<file path="src/rtl/aes_pkg.sv">
// Shared AES types, constants and helpers for the key schedule and round engines.
// No latency of its own; pure declarations and one combinational helper.
// No flow control; consumers decide how these items are used.
package aes_pkg;

    localparam int NUM_ROUNDS = 10;

    typedef logic [127:0] aes_key_t;
    typedef logic [31:0]  aes_word_t;

    localparam logic [7:0] RCON_INIT = 8'h01;

    typedef enum logic [1:0] {
        ST_IDLE   = 2'd0,
        ST_EXPAND = 2'd1,
        ST_FINISH = 2'd2
    } aes_state_e;

    // Multiply by x in GF(2^8), reduction polynomial x^8+x^4+x^3+x+1.
    function automatic logic [7:0] xtime(input logic [7:0] b);
        xtime = {b[6:0], 1'b0} ^ (b[7] ? 8'h1B : 8'h00);
    endfunction

endpackage

</file>
<file path="src/rtl/aes_key_expander_if.sv">
// Request/read bundle between the key expander and its round-engine consumers.
// No latency; wires only.
// No backpressure: start is accepted only when the expander is idle, otherwise dropped.
interface aes_key_expander_if;
    import aes_pkg::*;

    logic       start;
    aes_key_t   key;
    logic       busy;
    logic       done;
    logic       keys_valid;
    logic [3:0] rd_idx;
    aes_key_t   rd_key;

    modport master (output start, key, rd_idx, input busy, done, keys_valid, rd_key);
    modport slave  (input start, key, rd_idx, output busy, done, keys_valid, rd_key);

endinterface

</file>
<file path="src/rtl/aes_sbox.sv">
// Forward AES S-box, one byte in, one byte out.
// Zero cycles: purely combinational table lookup.
// No flow control.
module aes_sbox
    import aes_pkg::*;
(
    input  logic [7:0] sub_in,
    output logic [7:0] sub_out
);

    // Row 0 of the FIPS-197 table sits in the top bits, so byte v lives at [2047-8v -: 8].
    localparam logic [2047:0] SBOX_TABLE = {
        128'h637c777bf26b6fc53001672bfed7ab76,
        128'hca82c97dfa5947f0add4a2af9ca472c0,
        128'hb7fd9326363ff7cc34a5e5f171d83115,
        128'h04c723c31896059a071280e2eb27b275,
        128'h09832c1a1b6e5aa0523bd6b329e32f84,
        128'h53d100ed20fcb15b6acbbe394a4c58cf,
        128'hd0efaafb434d338545f9027f503c9fa8,
        128'h51a3408f929d38f5bcb6da2110fff3d2,
        128'hcd0c13ec5f974417c4a77e3d645d1973,
        128'h60814fdc222a908846eeb814de5e0bdb,
        128'he0323a0a4906245cc2d3ac629195e479,
        128'he7c8376d8dd54ea96c56f4ea657aae08,
        128'hba78252e1ca6b4c6e8dd741f4bbd8b8a,
        128'h703eb5664803f60e613557b986c11d9e,
        128'he1f8981169d98e949b1e87e9ce5528df,
        128'h8ca1890dbfe6426841992d0fb054bb16
    };

    logic [10:0] bit_base;

    assign bit_base = {sub_in, 3'b000};
    assign sub_out  = SBOX_TABLE[11'd2047 - bit_base -: 8];

endmodule

</file>
<file path="src/rtl/aes_key_expander.sv">
// AES-128 key schedule: one round key per clock into an 11-slot buffer, indexed read port; AES_KEYEXP_FLAT_EN adds a flat 1408-bit schedule output.
// Latency: slot 0 one edge after start, slot 10 and done eleven cycles after acceptance; rd_key is combinational.
// No backpressure: start is taken only in IDLE and dropped otherwise; consumers gate reads on keys_valid.
module aes_key_expander #(
    parameter int NUM_ROUNDS = aes_pkg::NUM_ROUNDS
) (
    input  logic                    clk,
    input  logic                    rst_n,
    aes_key_expander_if.slave       bus
`ifdef AES_KEYEXP_FLAT_EN
    ,
    output logic [128*(NUM_ROUNDS+1)-1:0] keys_flat
`endif
);
    import aes_pkg::aes_key_t;
    import aes_pkg::aes_word_t;
    import aes_pkg::RCON_INIT;
    import aes_pkg::xtime;
    import aes_pkg::ST_IDLE;
    import aes_pkg::ST_EXPAND;
    import aes_pkg::ST_FINISH;

    localparam int         NUM_SLOTS  = NUM_ROUNDS + 1;
    localparam logic [3:0] LAST_ROUND = 4'(NUM_ROUNDS);

    localparam logic [1:0] IDLE   = ST_IDLE;
    localparam logic [1:0] EXPAND = ST_EXPAND;
    localparam logic [1:0] FINISH = ST_FINISH;

    // The datapath and rcon sequence are fixed to AES-128.
    if (NUM_ROUNDS != 10) begin : g_bad_rounds
        $error("aes_key_expander supports NUM_ROUNDS = 10 only");
    end

    logic [1:0] state_q, state_d;
    logic [3:0] round_q, round_d;
    logic [7:0] rcon_q, rcon_d;
    logic       keys_valid_q, keys_valid_d;
    aes_key_t   slot_q [NUM_SLOTS];
    aes_key_t   slot_d [NUM_SLOTS];

    logic [3:0] prev_idx;
    aes_key_t   prev_key;
    aes_word_t  w0, w1, w2, w3;
    aes_word_t  rot_w, sub_w, temp_w;
    aes_word_t  n0, n1, n2, n3;

    // Round r is derived from slot r-1; the guard keeps the index legal outside EXPAND.
    assign prev_idx = (round_q == 4'd0) ? 4'd0 : round_q - 4'd1;
    assign prev_key = slot_q[prev_idx];
    assign {w0, w1, w2, w3} = prev_key;
    assign rot_w  = {w3[23:0], w3[31:24]};
    assign temp_w = sub_w ^ {rcon_q, 24'h0};
    assign n0 = w0 ^ temp_w;
    assign n1 = w1 ^ n0;
    assign n2 = w2 ^ n1;
    assign n3 = w3 ^ n2;

    for (genvar g = 0; g < 4; g++) begin : g_subword
        aes_sbox u_sbox (
            .sub_in  (rot_w[8*g +: 8]),
            .sub_out (sub_w[8*g +: 8])
        );
    end

    // Next-state: load the cipher key, then one schedule word group per EXPAND cycle.
    always_comb begin
        state_d      = state_q;
        round_d      = round_q;
        rcon_d       = rcon_q;
        keys_valid_d = keys_valid_q;
        for (int i = 0; i < NUM_SLOTS; i++) begin
            slot_d[i] = slot_q[i];
        end
        case (state_q)
            IDLE: begin
                if (bus.start) begin
                    slot_d[0]    = bus.key;
                    keys_valid_d = 1'b0;
                    rcon_d       = RCON_INIT;
                    round_d      = 4'd1;
                    state_d      = EXPAND;
                end
            end
            EXPAND: begin
                slot_d[round_q] = {n0, n1, n2, n3};
                rcon_d          = xtime(rcon_q);
                round_d         = round_q + 4'd1;
                if (round_q == LAST_ROUND) begin
                    state_d      = FINISH;
                    keys_valid_d = 1'b1;
                end
            end
            FINISH: begin
                state_d = IDLE;
            end
            default: begin
                state_d = IDLE;
            end
        endcase
    end

    // State registers; reset discards any partial schedule.
    always_ff @(posedge clk or negedge rst_n) begin
        if (!rst_n) begin
            state_q      <= IDLE;
            round_q      <= 4'd0;
            rcon_q       <= 8'h00;
            keys_valid_q <= 1'b0;
            for (int i = 0; i < NUM_SLOTS; i++) begin
                slot_q[i] <= '0;
            end
        end else begin
            state_q      <= state_d;
            round_q      <= round_d;
            rcon_q       <= rcon_d;
            keys_valid_q <= keys_valid_d;
            for (int i = 0; i < NUM_SLOTS; i++) begin
                slot_q[i] <= slot_d[i];
            end
        end
    end

    assign bus.busy       = (state_q == EXPAND);
    assign bus.done       = (state_q == FINISH);
    assign bus.keys_valid = keys_valid_q;
    assign bus.rd_key     = (bus.rd_idx <= LAST_ROUND) ? slot_q[bus.rd_idx] : '0;

`ifdef AES_KEYEXP_FLAT_EN
    for (genvar s = 0; s < NUM_SLOTS; s++) begin : g_flat
        assign keys_flat[128*s +: 128] = slot_q[s];
    end
`endif

endmodule

</file>
<file path="src/flat_wrapper.sv">
// flat-port wrapper written by rule: the top's interface ports become plain ports
module aes_key_expander_flat import aes_pkg::aes_key_t; import aes_pkg::aes_word_t; import aes_pkg::RCON_INIT; import aes_pkg::xtime; import aes_pkg::ST_IDLE; import aes_pkg::ST_EXPAND; import aes_pkg::ST_FINISH;
#(
    parameter int NUM_ROUNDS = aes_pkg::NUM_ROUNDS
)
  (clk, rst_n, bus_start, bus_key, bus_rd_idx, bus_busy, bus_done, bus_keys_valid, bus_rd_key);
  aes_key_expander_if bus_i ();
  input  logic clk;
  input  logic rst_n;
  input wire logic [$bits(bus_i.start)-1:0] bus_start;
  input wire logic [$bits(bus_i.key)-1:0] bus_key;
  input wire logic [$bits(bus_i.rd_idx)-1:0] bus_rd_idx;
  output wire logic [$bits(bus_i.busy)-1:0] bus_busy;
  output wire logic [$bits(bus_i.done)-1:0] bus_done;
  output wire logic [$bits(bus_i.keys_valid)-1:0] bus_keys_valid;
  output wire logic [$bits(bus_i.rd_key)-1:0] bus_rd_key;
  assign bus_i.start = bus_start;
  assign bus_i.key = bus_key;
  assign bus_i.rd_idx = bus_rd_idx;
  assign bus_busy = bus_i.busy;
  assign bus_done = bus_i.done;
  assign bus_keys_valid = bus_i.keys_valid;
  assign bus_rd_key = bus_i.rd_key;
  aes_key_expander #(.NUM_ROUNDS(NUM_ROUNDS)) u_core (.clk(clk), .rst_n(rst_n), .bus(bus_i));
endmodule
</file>
<file path="config.mk">
export PLATFORM = sky130hd
export DESIGN_NAME = aes_key_expander_flat
export DESIGN_NICKNAME = d
export VERILOG_FILES = /design/src/rtl/aes_pkg.sv /design/src/rtl/aes_key_expander_if.sv /design/src/rtl/aes_sbox.sv /design/src/rtl/aes_key_expander.sv /design/src/flat_wrapper.sv
export SDC_FILE = /design/constraint.sdc
export NUM_CORES = 2
export LEC_CHECK = 0
export CAP_MARGIN = 10
export CORE_UTILIZATION = 34
export CTS_CLUSTER_DIAMETER = 30
export CTS_CLUSTER_SIZE = 14
export DETAILED_ROUTE_END_ITERATION = 7
export PLACE_DENSITY = 0.46
export RECOVER_POWER = 25
export SETUP_SLACK_MARGIN = 0.1
export SLEW_MARGIN = 5
export SYNTH_ARGS = -nofsm -noshare
export SYNTH_HDL_FRONTEND = slang
export SYNTH_SLANG_ARGS = --single-unit
export TNS_END_PERCENT = 1
</file>
<file path="constraint.sdc">
create_clock -name clk -period 12.72 [get_ports clk]
set_input_delay 2.544 -clock clk [delete_from_list [all_inputs] [get_ports clk]]
set_output_delay 2.544 -clock clk [all_outputs]
set_load 0.01 [all_outputs]
</file>
; Word-level counts from Yosys, hierarchy flattened
; Cells that the tools add are included.
[op_classes]
n_bitwise = 9
n_shift = 4
n_addsub = 6
n_mux = 24
n_eq_ne = 5
n_reduce_logical = 7
magnitude_cmp = 5
[ops]
columns = operator, n
row1 = $shiftx 2055x12->8 const A, 4
row2 = $bwmux 1408, 1
row3 = $bmux 128 s4, 2
row4 = $mux 128, 7
row5 = $demux 128 s4, 1
row6 = $pmux 128 s2, 1
row7 = $xor 32x32->32, 5
row8 = $sub 11x11->11 const A, 4
row9 = $pmux 8 s2, 1
row10 = $ge 5x5->1 const B, 3
row11 = $not 4->5, 3
row12 = $mux 4, 2
row13 = $mux 8, 1
row14 = $pmux 4 s2, 1
row15 = $xor 8x8->8, 1
row16 = $lt 5x1->1 const B, 1
row17 = $mux 5, 1
row18 = $add 4x1->4 const B, 1
row19 = $eq 4x4->1 const B, 1
row20 = $le 4x4->1 const B, 1
row21 = $logic_not 4->1, 1
row22 = $mux 2, 2
row23 = $pmux 2 s2, 1
row24 = $reduce_and 2->1, 2
row25 = 11 further kinds, 12
[word_totals]
out_inout_bits = 131
elab_cells = 75
register_bits = 1423

; Depth between registers and ports, before layout
[logic_depth]
word_depth = 15
depth_mapped = 36
ltp_nobuf = 19

; Hierarchy
; Synthesis repeated with hierarchy kept, for this count alone.
[unflattened]
cells_unflattened = 10205
area_unflattened_um2 = 91432.7
[modules_own_cells]
columns = mod, instances, area_each_um2, seq_area_each_um2, cells_per_inst
row1 = aes_key_expander, 1, 77424.3, 35609.2, 8033
row2 = aes_sbox, 4, 3502.1, 0.0, 543

; Least setup slack after synthesis
; No wires, ideal clock.
[synth_path]
kind = reg-to-reg
startpoint = reg u_core.round_q[0]
endpoint = reg u_core.slot_q[1037] in the netlist's numbering
path_stages_with_launch = 34
setup_time_ps = 133
path_buffers = 16
synth_period_minus_slack_ps = 7285
t_arrival_ps = 7152
path_slack_ps = 5435
path_cell_list = dfrtp_1 > buf_2 > buf_4 > inv_1 > buf_2 > clkbuf_1 > buf_2 > buf_2 > buf_2 > buf_2 > buf_2 > ha_1 > buf_4 > or3b_1 > buf_2 > nand2_1 > buf_4 > o221ai_1 > o211ai_1 > buf_2 > buf_1 > ha_1 > clkbuf_1 > nor4_1 > o21ai_0 > a21o_1 > a211oi_1 > nand4_1 > o211ai_1 > xor2_1 > xnor2_1 > xnor2_1 > clkbuf_1 > o21ai_0
[synth_between]
elab_chain_len = 14
[synth_lines]
columns = element, line
row1 = "start, declared", aes_key_expander.sv:36  ; logic [3:0] round_q, round_d;
row2 = "start signal, assigned", aes_key_expander.sv:115  ; round_q <= round_d;
row3 = $sub 4x1->4 or $logic_not 4->1 (tied branches), aes_key_expander.sv:49  ; assign prev_idx = (round_q == 4'd0) ? 4'd0 : round_q - 4'd1;
row4 = $mux 4, aes_key_expander.sv:49
row5 = $not 4->5 (not written as such), aes_key_expander.sv:50  ; assign prev_key = slot_q[prev_idx];
row6 = $bmux 128 s4, aes_key_expander.sv:50
row7 = $mux 128 (not written as such) (2 in series), aes_key_expander.sv:50
row8 = $sub 11x11->11, aes_sbox.sv:34  ; assign sub_out = SBOX_TABLE[11'd2047 - bit_base -: 8];
row9 = $shiftx 2055x12->8, aes_sbox.sv:34
row10 = $xor 32x32->32, aes_key_expander.sv:53  ; assign temp_w = sub_w ^ {rcon_q, 24'h0};
row11 = $xor 32x32->32, aes_key_expander.sv:54  ; assign n0 = w0 ^ temp_w;
row12 = $xor 32x32->32, aes_key_expander.sv:55  ; assign n1 = w1 ^ n0;
row13 = $xor 32x32->32, aes_key_expander.sv:56  ; assign n2 = w2 ^ n1;
row14 = $xor 32x32->32, aes_key_expander.sv:57  ; assign n3 = w3 ^ n2;
row15 = $bwmux 1408 *, aes_key_expander.sv:86  ; slot_d[round_q] = {n0, n1, n2, n3};
row16 = "end signal, assigned by index", aes_key_expander.sv:119  ; slot_q[i] <= slot_d[i];
row17 = "end, declared", aes_key_expander.sv:39  ; aes_key_t slot_q [NUM_SLOTS];
; Every way passes the cells marked *; elsewhere a longest branch is shown, timed or not. The select of a mux whose other input is x is not followed.
; A chain may end at the register's enable or synchronous reset.

; Final worst setup path
[layout_path]
startpoint = reg u_core.round_q[0]
endpoint = reg u_core.slot_q[133] in the netlist's numbering
; The elaborated chain is that of the path after synthesis.

==> flow_metrics.py <==
metrics = {
    "hold_path": {
        "hp-class": "reg2reg",
        "holdCritStartpoint": "u_core.slot_q[1178]",
    },
    "synth": {
        "synthArstFlopShare_pct": 100,
        "synth_ff_type": "dfrtp_1",
        "synth_sequential_area_ratio_pct": 38.6,
        "ys_ff_latch": 1423,
        "netlist_instances": 10700,
        "syn_area_mm2": 0.0923,
        "ys_top_cells_by_area": "dfrtp_1 (39%), o21ai_0 (8.6%), nand2_1 (8.1%)",
        "synth.top_cell.area_share_pct": 38.6,
        "ys_types": 114,
        "yosys_warnings": 0,
        "synth.net_count": 10900,
        "synth_largest_area_cell": "dfrtp_1",
        "synth-edff-count": 0,
        "synth.avg_cell_area_um2": 8.64,
    },
    "cells_and_area": {
        "final_common_cell": "nand2_1",
        "synthToLayoutAreaGrowth_pct": 21.8,
        "final_cell_mix": "nand2_1 (1981), o21ai_0 (1580), dfrtp_1 (1422)",
        "drive_above_1_share_pct": 14.1,
        "nets": 10700,
    },
    "floorplanning": {
        "die_w_um": 523,
        "die-area_mm2": 0.273,
        "die_h_um": 523,
        "io_pins": 266,
        "initial_core_util_pct": 34.3,
        "rows": 190,
        "core_mm2": 0.269,
    },
    "run_status": {
        "status": "complete, but fails checks",
        "violations": "capacitance limit, slew limit",
    },
    "global_routing": {
        "grt_max_degree": 168,
        "grt_pass1_vias": 89800,
        "grt_overflow": 0,
        "track_usage_pct": 35.5,
        "antenna_found_initial": 22,
        "grt_first_pass_wirelength_um": 702000,
    },
    "flow_run": {
        "cap_viol_max_count": 6,
    },
    "clocking": {
        "post_cts_resized": 0,
        "ctsHoldBuffers": 0,
        "cts_tree": "done",
        "insertion_delay_ns": 0.98,
        "post_cts_buffers": 0,
        "clkTransAtPathRegs_ns": 0.04,
        "clkSinkCount": 1423,
        "htree_levels": 5,
        "numCtsBuffers": 399,
        "root_buffer": "clkbuf_16",
        "clockBufferDepth": 4,
    },
    "worst_setup_path": {
        "reg2reg_slack_ns": 2.47,
        "cp-end-kind": "flip-flop",
        "critPathArrivalTime_ns": 10.99,
        "cp_data_required_time_ns": 13.46,
        "startpoint": "u_core.round_q[0]",
        "start_kind": "flip-flop",
        "r2r_cells": 23,
        "cp-endpoint": "u_core.slot_q[133]",
        "crit_fanout": 40,
        "setup.worst_path.class": "reg2reg",
        "r2r_end": "u_core.slot_q[133]",
        "r2r-start": "u_core.round_q[0]",
    },
    "sta": {
        "final.period_utilization_pct": 80.6,
        "slew-limit-headroom_pct": -434,
        "clock_skew_ns": 0.112,
        "setup-tns-final_ns": 0,
        "maxSlewViolCount": 353,
        "hold_viol": 0,
        "setup_viol": 0,
        "layout_min_cycle_time_ns": 10.25,
        "rsz0062_at_grt": "no",
        "worstMarginPinSlew_ns": 8.01,
        "holdWs_ns": 0.495,
        "clock.fmax_mhz": 97.6,
    },
    "placement": {
        "hpwl_um": 315000,
        "gp_congestion": 1.01,
        "io_buffers": 265,
    },
    "route": {
        "detail-route-antenna-nets": 0,
        "avgRoutedWirePerCell_um": 34.6,
        "viasPerCell": 6.45,
        "via_count": 92900,
        "dr.first_iter.drc_count": 12100,
        "drc_errors": 0,
        "routed_wl_um": 498000,
        "drtPass1Iterations": 7,
    },
}
## flip-flops by register name, summed over array words and instances (netlist names)
register and flops:
u_core.bus.keys_valid 1, u_core.rcon_q 8, u_core.round_q 4, u_core.slot_q 1408
u_core.state_q 2
## stage by stage
step,instance area [um^2],std cells,setup slack [ns],utilization [%]
3_5_place_dp,97900,13700,2.86,36.4
3_3_place_gp,97900,13700,2.85,36.4
5_1_grt,112000,14400,1.24,41.8
2_1_floorplan,92300,10700,5.43,-
4_1_cts,112000,14400,2.82,41.8
6_report,112000,14400,2.47,41.8
## cells in the mapped netlist, types with 30 or more instances
library cell and n:
a211oi_1 147, o311ai_0 33, o221ai_1 39, o21ai_0 1582, inv_1 38, xor2_1 68, nand2_1 1991, dfrtp_1 1423
nand2b_1 30, nor3_1 157, buf_2 234, nand3_1 300, nand4_1 49, and2_1 46, a2111oi_0 41, and3_1 47
ha_1 61, nor4_1 41, a21oi_1 489, or3_1 33, mux2i_1 415, a22oi_1 194, buf_1 113, a222oi_1 87
o31ai_1 42, nor2_1 411, clkbuf_1 763, a311oi_1 52, a31oi_1 165, mux4_2 285, a221oi_1 60, buf_4 49
o22ai_1 301, o211ai_1 108, xnor2_1 120, a22o_1 91
## worst min path at each step
stage                                endpoint  cells past startpoint
after floorplan           u_core.slot_q[1178]                      2
after global placement    u_core.slot_q[1021]                      2
after detailed placement   u_core.slot_q[735]                      2
after CTS                  u_core.slot_q[832]                      2
after global routing       u_core.slot_q[548]                      2
final                     u_core.slot_q[1178]                      2
## cell families after synthesis
group | Yosys count | share of synthesized area (%)
muxes | 728 | 11.8
AOI/OAI and AO/OA | 3810 | 26.1
adders and majority gates | 62 | 0.838
xor gates and xnor gates | 203 | 2.07
buffers and inverters | 1238 | 5.73
DFF | 1423 | 38.6
and+or+nand+nor | 3211 | 14.8
## critical path, cell delays in order, from the launching register on
cell and delay [ns]:
dfrtp_4 0.83, inv_6 0.35, ha_1 0.33, buf_4 0.25, nor2_4 0.42, buf_4 0.75
nor3_1 0.09, buf_4 0.24, a222oi_1 0.31, o211ai_1 0.29, buf_4 0.35, inv_1 0.09
buf_4 0.27, ha_1 0.62, inv_1 0.17, nor4_1 0.93, o32ai_1 0.22, a211o_1 0.34
a211o_1 0.29, mux2i_1 0.31, xor2_2 0.78, xnor2_2 0.59, xnor2_1 0.81, o21ai_0 0.21
## metal layers
| layer | vias to the layer above | track usage [%] | wire length, um |
|---|---|---|---|
| met5 | - | 0 | 36 |
| met4 | 6 | 17.5 | 26900 |
| met3 | 1156 | 8.21 | 47200 |
| met2 | 5505 | 53.6 | 217000 |
| met1 | 46900 | 47.7 | 207000 |
| li1 | 39300 | - | - |
## layout make-up
type	count	area, um^2
diodes	9	22.5
clock buffers	537	11300
clock inverters	202	3170
fillers	26500	157000
inverters	50	193
multi-input cells	8014	52200
flip-flops and latches	1423	35600
well taps	3552	4440
repair buffers	614	5500
Power is not shown: default switching activity piles up to over one toggle a cycle in this logic, so the estimate is an artifact.
